`src/rtl/seg_mux_capture.sv`:
```
// ----------------------------------------------------------------------------
// seg_mux_capture
//
// Receive side of a six-digit multiplexed 7-segment display. The block samples
// the time-multiplexed segment bus and the active-low one-cold anode bus,
// waits for each bus state to settle, and rebuilds the six per-digit segment
// patterns. It also flags complete scan frames, anode protocol errors and a
// stalled scan.
//
// Optional feature (compile-time macro SEG_DECODE_EN):
//   defined   -> adds registered hex_out / hex_ok glyph decode of dig0..dig5
//   undefined -> those ports are absent; everything else is identical
//
// Parameters:
//   SETTLE   cycles {an_in,seg_in} must be stable before a capture (>= 2)
//   TIMEOUT  cycles without a capture before stale asserts (1 .. 2^24-1)
//   STALE_W  width of the stale counter
//
// Ports:
//   clk         system clock
//   reset_n     asynchronous active-low reset
//   seg_in      segment bus, active-low, bit0=a .. bit6=g (asynchronous)
//   an_in       anode bus, active-low one-cold, bit k = digit k (asynchronous)
//   clear       synchronous clear of all captured state (wins over capture)
//   dig0..dig5  last captured pattern of each digit (7'h7F after reset)
//   dig_valid   bit k set once digit k has been captured since reset/clear
//   frame_done  one-cycle pulse per completed 0..5 scan frame
//   an_err      sticky: a settled anode pattern had more than one low bit
//   stale       high while no capture has happened for >= TIMEOUT cycles
//   hex_out     (SEG_DECODE_EN) nibble k = hex value of digk, 0 if no glyph
//   hex_ok      (SEG_DECODE_EN) bit k = digk is a valid 0-F glyph
// ----------------------------------------------------------------------------
module seg_mux_capture #(
   parameter int SETTLE  = 16,
   parameter int TIMEOUT = 1000000,
   parameter int STALE_W = 24
) (
   input  logic        clk,
   input  logic        reset_n,
   input  logic [6:0]  seg_in,
   input  logic [5:0]  an_in,
   input  logic        clear,
   output logic [6:0]  dig0,
   output logic [6:0]  dig1,
   output logic [6:0]  dig2,
   output logic [6:0]  dig3,
   output logic [6:0]  dig4,
   output logic [6:0]  dig5,
   output logic [5:0]  dig_valid,
   output logic        frame_done,
   output logic        an_err,
   output logic        stale
`ifdef SEG_DECODE_EN
   ,
   output logic [23:0] hex_out,
   output logic [5:0]  hex_ok
`endif
);

   localparam int                 CNT_W     = $clog2(SETTLE + 1);
   localparam logic [CNT_W-1:0]   SETTLE_C  = CNT_W'(SETTLE);
   localparam logic [CNT_W-1:0]   SETTLE_M1 = CNT_W'(SETTLE - 1);
   localparam logic [STALE_W-1:0] TIMEOUT_C = STALE_W'(TIMEOUT);

   typedef enum logic [1:0] {
      HUNT    = 2'd0,   // waiting for digit 0 to open a frame
      COLLECT = 2'd1,   // digit 0 seen, gathering digits 1..5
      DONE    = 2'd2    // all six digits seen, emit the frame pulse
   } state_t;

   // All architectural state in one record so that reset and clear share a
   // single definition of the idle values.
   typedef struct packed {
      logic [12:0]        sync1;      // first synchroniser stage {an,seg}
      logic [12:0]        s2;         // second synchroniser stage
      logic [12:0]        prev;       // s2 one cycle earlier
      logic [CNT_W-1:0]   cnt;        // stability counter, saturates at SETTLE
      logic [STALE_W-1:0] stale_cnt;  // cycles since last capture
      state_t             state;
      logic [5:0]         mask;       // digits seen in the current frame
      logic [5:0][6:0]    dig;
      logic [5:0]         dig_valid;
      logic               frame_done;
      logic               an_err;
      logic               stale;
   } regs_t;

   // NOTE: dig is a small register array, not a RAM; it is reset explicitly
   // because its outputs must read as blank (7'h7F) straight out of reset.
   localparam regs_t RESET_VAL = '{
      sync1:      13'd0,
      s2:         13'd0,
      prev:       13'd0,
      cnt:        '0,
      stale_cnt:  '0,
      state:      HUNT,
      mask:       6'd0,
      dig:        {6{7'h7F}},
      dig_valid:  6'd0,
      frame_done: 1'b0,
      an_err:     1'b0,
      stale:      1'b0
   };

   regs_t r;

   logic [5:0]         an_low;     // 1 = anode driven (active)
   logic [6:0]         seg_val;
   logic               one_low;
   logic               many_low;
   logic [2:0]         idx;
   logic               capture;
   logic [5:0]         mask_set;
   logic [STALE_W-1:0] stale_nxt;

   // Capture decode from the settled bus value.
   always_comb begin
      // NOTE: every combinational output gets a default first so no path
      // leaves it unassigned and no latch is inferred.
      idx      = 3'd0;
      an_low   = ~r.s2[12:7];
      seg_val  = r.s2[6:0];
      one_low  = (an_low != 6'd0) && ((an_low & (an_low - 6'd1)) == 6'd0);
      many_low = (an_low != 6'd0) && !one_low;
      for (int k = 0; k < 6; k++) begin
         if (an_low[k]) idx = 3'(k);
      end
      // The counter sits at SETTLE-1 only once per stable episode, because it
      // keeps counting to SETTLE and then holds there.
      capture  = (r.s2 == r.prev) && (r.cnt == SETTLE_M1);
      mask_set = r.mask | (6'd1 << idx);

      if (capture)
         stale_nxt = '0;
      else if (r.stale_cnt != TIMEOUT_C)
         stale_nxt = r.stale_cnt + STALE_W'(1);
      else
         stale_nxt = r.stale_cnt;
   end

   // NOTE: sequential state is written only with non-blocking assignments so
   // every register samples the pre-edge values of the others.
   always_ff @(posedge clk or negedge reset_n) begin
      if (!reset_n) begin
         r <= RESET_VAL;
      end else if (clear) begin
         // A capture on this same edge is dropped along with everything else.
         r <= RESET_VAL;
      end else begin
         r.sync1 <= {an_in, seg_in};
         r.s2    <= r.sync1;
         r.prev  <= r.s2;

         if (r.s2 != r.prev)
            r.cnt <= '0;
         else if (r.cnt != SETTLE_C)
            r.cnt <= r.cnt + CNT_W'(1);

         r.stale_cnt  <= stale_nxt;
         r.stale      <= (stale_nxt == TIMEOUT_C);
         r.frame_done <= 1'b0;

         // All-off patterns are captures too (they feed the stale counter)
         // but change nothing else.
         if (capture && one_low) begin
            r.dig[idx]       <= seg_val;
            r.dig_valid[idx] <= 1'b1;
         end
         if (capture && many_low)
            r.an_err <= 1'b1;

         unique case (r.state)
            HUNT: begin
               if (capture && one_low && idx == 3'd0) begin
                  r.mask  <= 6'd1;
                  r.state <= COLLECT;
               end
            end
            COLLECT: begin
               if (capture && one_low) begin
                  if (idx == 3'd0) begin
                     // Digit 0 again before the frame closed: start over.
                     r.mask <= 6'd1;
                  end else begin
                     r.mask <= mask_set;
                     if (mask_set == 6'h3F) r.state <= DONE;
                  end
               end
            end
            DONE: begin
               // Captures are at least SETTLE+1 cycles apart, so none can
               // land in this single cycle.
               r.frame_done <= 1'b1;
               r.mask       <= 6'd0;
               r.state      <= HUNT;
            end
            default: r.state <= HUNT;
         endcase
      end
   end

   assign dig0       = r.dig[0];
   assign dig1       = r.dig[1];
   assign dig2       = r.dig[2];
   assign dig3       = r.dig[3];
   assign dig4       = r.dig[4];
   assign dig5       = r.dig[5];
   assign dig_valid  = r.dig_valid;
   assign frame_done = r.frame_done;
   assign an_err     = r.an_err;
   assign stale      = r.stale;

`ifdef SEG_DECODE_EN
   // Returns {match, nibble} for an active-low glyph; unknown -> {0, 0}.
   function automatic logic [4:0] glyph_decode(input logic [6:0] p);
      unique case (p)
         7'h40:   return {1'b1, 4'h0};
         7'h79:   return {1'b1, 4'h1};
         7'h24:   return {1'b1, 4'h2};
         7'h30:   return {1'b1, 4'h3};
         7'h19:   return {1'b1, 4'h4};
         7'h12:   return {1'b1, 4'h5};
         7'h02:   return {1'b1, 4'h6};
         7'h78:   return {1'b1, 4'h7};
         7'h00:   return {1'b1, 4'h8};
         7'h10:   return {1'b1, 4'h9};
         7'h08:   return {1'b1, 4'hA};
         7'h03:   return {1'b1, 4'hB};
         7'h46:   return {1'b1, 4'hC};
         7'h21:   return {1'b1, 4'hD};
         7'h06:   return {1'b1, 4'hE};
         7'h0E:   return {1'b1, 4'hF};
         default: return 5'd0;
      endcase
   endfunction

   // Registered decode: follows the digit registers by one cycle.
   always_ff @(posedge clk or negedge reset_n) begin
      if (!reset_n) begin
         hex_out <= '0;
         hex_ok  <= '0;
      end else if (clear) begin
         hex_out <= '0;
         hex_ok  <= '0;
      end else begin
         for (int k = 0; k < 6; k++) begin
            {hex_ok[k], hex_out[4*k +: 4]} <= glyph_decode(r.dig[k]);
         end
      end
   end
`endif

endmodule
```
`config.mk`:
```
export PLATFORM = sky130hd
export DESIGN_NAME = seg_mux_capture
export DESIGN_NICKNAME = d
export VERILOG_FILES = /design/src/rtl/seg_mux_capture.sv
export SDC_FILE = /design/constraint.sdc
export NUM_CORES = 1
export LEC_CHECK = 0
export CAP_MARGIN = 20
export CORE_MARGIN = 2
export CORE_UTILIZATION = 35
export DETAILED_ROUTE_END_ITERATION = 7
export GPL_ROUTABILITY_DRIVEN = 1
export PLACE_DENSITY_LB_ADDON = 0.08
export SLEW_MARGIN = 20
export SYNTH_ARGS = -nofsm -noshare
export SYNTH_HDL_FRONTEND = slang
export SYNTH_SLANG_ARGS = --single-unit
```
`constraint.sdc`:
```
create_clock -name clk -period 2.4 [get_ports clk]
set_input_delay 0.36 -clock clk [delete_from_list [all_inputs] [get_ports clk]]
set_output_delay 0.36 -clock clk [all_outputs]
set_load 0.01 [all_outputs]
```
==> results by group <==
Synthesis
  • EDFF count, synth: 0
  • Seq/Total Area, Yosys: 51.31%
  • Yosys warns: 0
  • Syn_nets: 632
  • Number of distinct library cells after synthesis: 61
  • Cells after synthesis: 607
  • Average size of a mapped cell: 10.37 um^2
  • Yosys reg bits: 127
  • Main synth FF type: dfrtp_1
  • Synthesized area: 6296 um^2
  • Ys async rst share: 100.0%

Clocking
  • Worst-skew pair later-pin latency: 0.42 ns
  • Clock Path Buffers: 2
  • Clock sinks: 127
  • CTS tree: built
  • Total CTS buffers: 17
  • Worst-path clk slew: 0.07 ns
  • H-Tree Depth: 4
  • Root Driver: clkbuf_16

Timing
  • Final hold violations: 0
  • Tcrit/Tclk final: 94.17%
  • Slew HR: 45.25%
  • Final Setup Violations: 0
  • Slew Viols, Final: 0
  • Unrepaired setup endpoints after global routing: no
  • Worst Max-Slew Pin Slew: 0.8212 ns
  • Final worst slack: 0.1399 ns
  • F_max: 442.5 MHz
  • Clock skew: 0.009028 ns
  • Hold WS: 0.3052 ns
  • Min Tclk post-route: 2.260 ns

Place
  • DP Area: 7156 um^2
  • GP Congestion: 0.7921
  • Hpwl dp: 10040 um
  • IO Port Bufs: 66
  • Pre-CTS setup slack: -0.03053 ns

Cells and area
  • Storage cell area: 3232 um^2
  • Layout area overhead: 24.60%
  • Multi-input logic area: 2507 um^2
  • ANT cells: 0
  • Design Area, Final: 7845 um^2
  • Nets: 690
  • Fill count: 1712
  • Layout cell share with drive strength beyond 1: 22.71%

Worst hold path
  • Hold/Removal Path Class: in -> reg
  • Worst hold stages: 2

GRT
  • First-pass GRT wire length: 24130 um
  • GRT Total Usage: 15.78%
  • Vias in the first global route: 4591
  • Initial antenna violation count: 0
  • Largest net degree at the start of global routing: 75
  • Grt ovf: 0

Drt
  • DRT Pass-1 Iters: 5
  • Per-cell routed wire length: 15.93 um
  • Total Wirelength: 14450 um
  • Initial DRC count: 203
  • Vias: 4425
  • Detail Route Antenna Nets: 0
  • DRC errors left: 0
  • Via/cell ratio: 4.879

Power and ir drop
  • Power Total: 5.432 mW
  • Power density cells: 692.5 nW/um^2
  • Peak supply drop: 0.4659 mV
  • Pleak: 3.191 nW

Floorplanning
  • Top Ports: 67
  • Starting Density: 35.41%
  • Die height: 138.1 um
  • Rows: 49
  • Die Area: 19080 um^2
  • Die Wd: 138.1 um
  • CORE AREA: 17780 um^2

Worst setup path
  • Crit path max fanout: 5
  • Startpoint types: register
  • Worst Path Required: 2.71 ns
  • R2R depth: 7
  • CP Capture Type: register
  • Crit Path Class: reg -> reg
  • WP data arrival: 2.57 ns

Status
  • Outcome: complete, no violations

Job
  • Maxcap violations: 0
[critical path: stages, from the launching register on]
cell and delay [ns]:
dfrtp_1 0.39, buf_6 0.13, nand4_1 0.21, or2_4 0.33
or4_4 0.50, a21boi_2 0.15, o21ai_1 0.09, a2111oi_2 0.35
[through the flow]
step	TNS, ns	utilization [%]	cells
after floorplan	0	-	607
after global placement	0	40.25	871
after detailed placement	-0.1517	40.25	871
after CTS	0	43.80	904
after global routing	0	44.12	907
final	0	44.12	907
[synth_stat cells, types with 2 or more instances]
cell type,n,area (um^2)
dfrtp_1,85,2127
nor2_1,81,304.0
nor2b_1,56,350.3
buf_4,48,360.4
a211o_1,42,367.9
dfstp_2,42,1104
xnor2_1,32,280.3
inv_1,23,86.33
nand2_1,23,86.33
clkbuf_1,21,78.83
nand3_1,20,100.1
a21oi_1,14,70.07
buf_2,10,50.05
ha_1,9,112.6
nand4_1,9,56.30
nor3_1,8,40.04
xor2_1,8,70.07
o21ai_0,7,35.03
and3_1,6,37.54
nand2b_1,5,31.28
nor4_1,4,25.02
or3_1,4,25.02
mux2i_1,3,30.03
or2_2,3,18.77
a211oi_1,2,15.01
a21boi_0,2,15.01
a2bb2oi_1,2,17.52
nor4_4,2,42.54
o211ai_1,2,15.01
o22ai_1,2,12.51
or4_1,2,15.01
[final timing paths]
kind	startpoint	to	slack (ns)
setup / recovery	r[69]	stale	0.14
hold / removal	clear	r[95]	0.31
setup reg to reg	r[69]	stale	0.14
hold reg to reg	r[121]	r[108]	0.46
max in group asynchronous	reset_n	dig1[6]	1.18
min in group asynchronous	reset_n	r[71]	0.47
[power breakdown]
group | internal [mW] | switching, mW
Sequential | 2.21 | 0.0389
Combinational | 0.217 | 0.261
Clock | 1.59 | 1.12
[metal layers]
layer  vias up  global-route usage, %  wire, um
li1       2127                      -         -
met1      2217                  21.38      6955
met2        66                  25.04      6838
met3        15                  3.706       428
met4         0                  5.263       224
met5         -                      0         0
[layout make-up]
type	instances	share of cell area, %
Multi-Input combinational cell	377	31.96
Timing Repair Buffer	119	14.24
Clock inverter	15	2.424
Inverter	23	1.100
Tap cell	229	3.652
Sequential cell	127	41.20
Clock buffer	17	5.423
[cell families (layout without fill, tap and decap cells)]
| kind of cell | after synthesis | count (layout) | share of synthesized area [%] |
|---|---|---|---|
| simple gates | 235 | 235 | 19.97 |
| flops | 127 | 127 | 51.31 |
| buf+inv | 103 | 174 | 9.320 |
| compound gates | 89 | 89 | 11.39 |
| xor+xnor | 40 | 40 | 5.564 |
| fa+ha+maj | 9 | 9 | 1.789 |
| mux | 4 | 4 | 0.6558 |
[cell usage in the layout, fill, tap and decap left out, drive strengths merged, types with 4 or more instances in the layout]
cell type and n:
dfrtp 85, nor2 81, clkdlybuf4s50 64, nor2b 56
buf 54, a211o 42, dfstp 42, inv 33
xnor2 32, nand2 23, nand3 21, clkbuf 17
a21oi 14, nand4 10, ha 9, xor2 8
nor3 8, o21ai 7, and3 6, nor4 6
nand2b 5, or3 4
[flip-flops by register name (all words and copies together) (netlist names)]
| signal | count |
|---|---|
| frame_done | 1 |
| an_err | 1 |
| dig5 | 7 |
| dig1 | 7 |
| dig2 | 7 |
| r | 76 |
| dig0 | 7 |
| dig3 | 7 |
| dig4 | 7 |
| dig_valid | 6 |
| stale | 1 |
[repair_timing]
action / CTS / global route
endpoints found under the hold margin: 15 / 0
resized for setup: 1 / 14
setup buffers: 0 / 3
endpoints found under the setup margin: 9 / 1
hold buffers: 1 / 0
pin swaps: 3 / 10
Power figures use the tool's default switching activity.
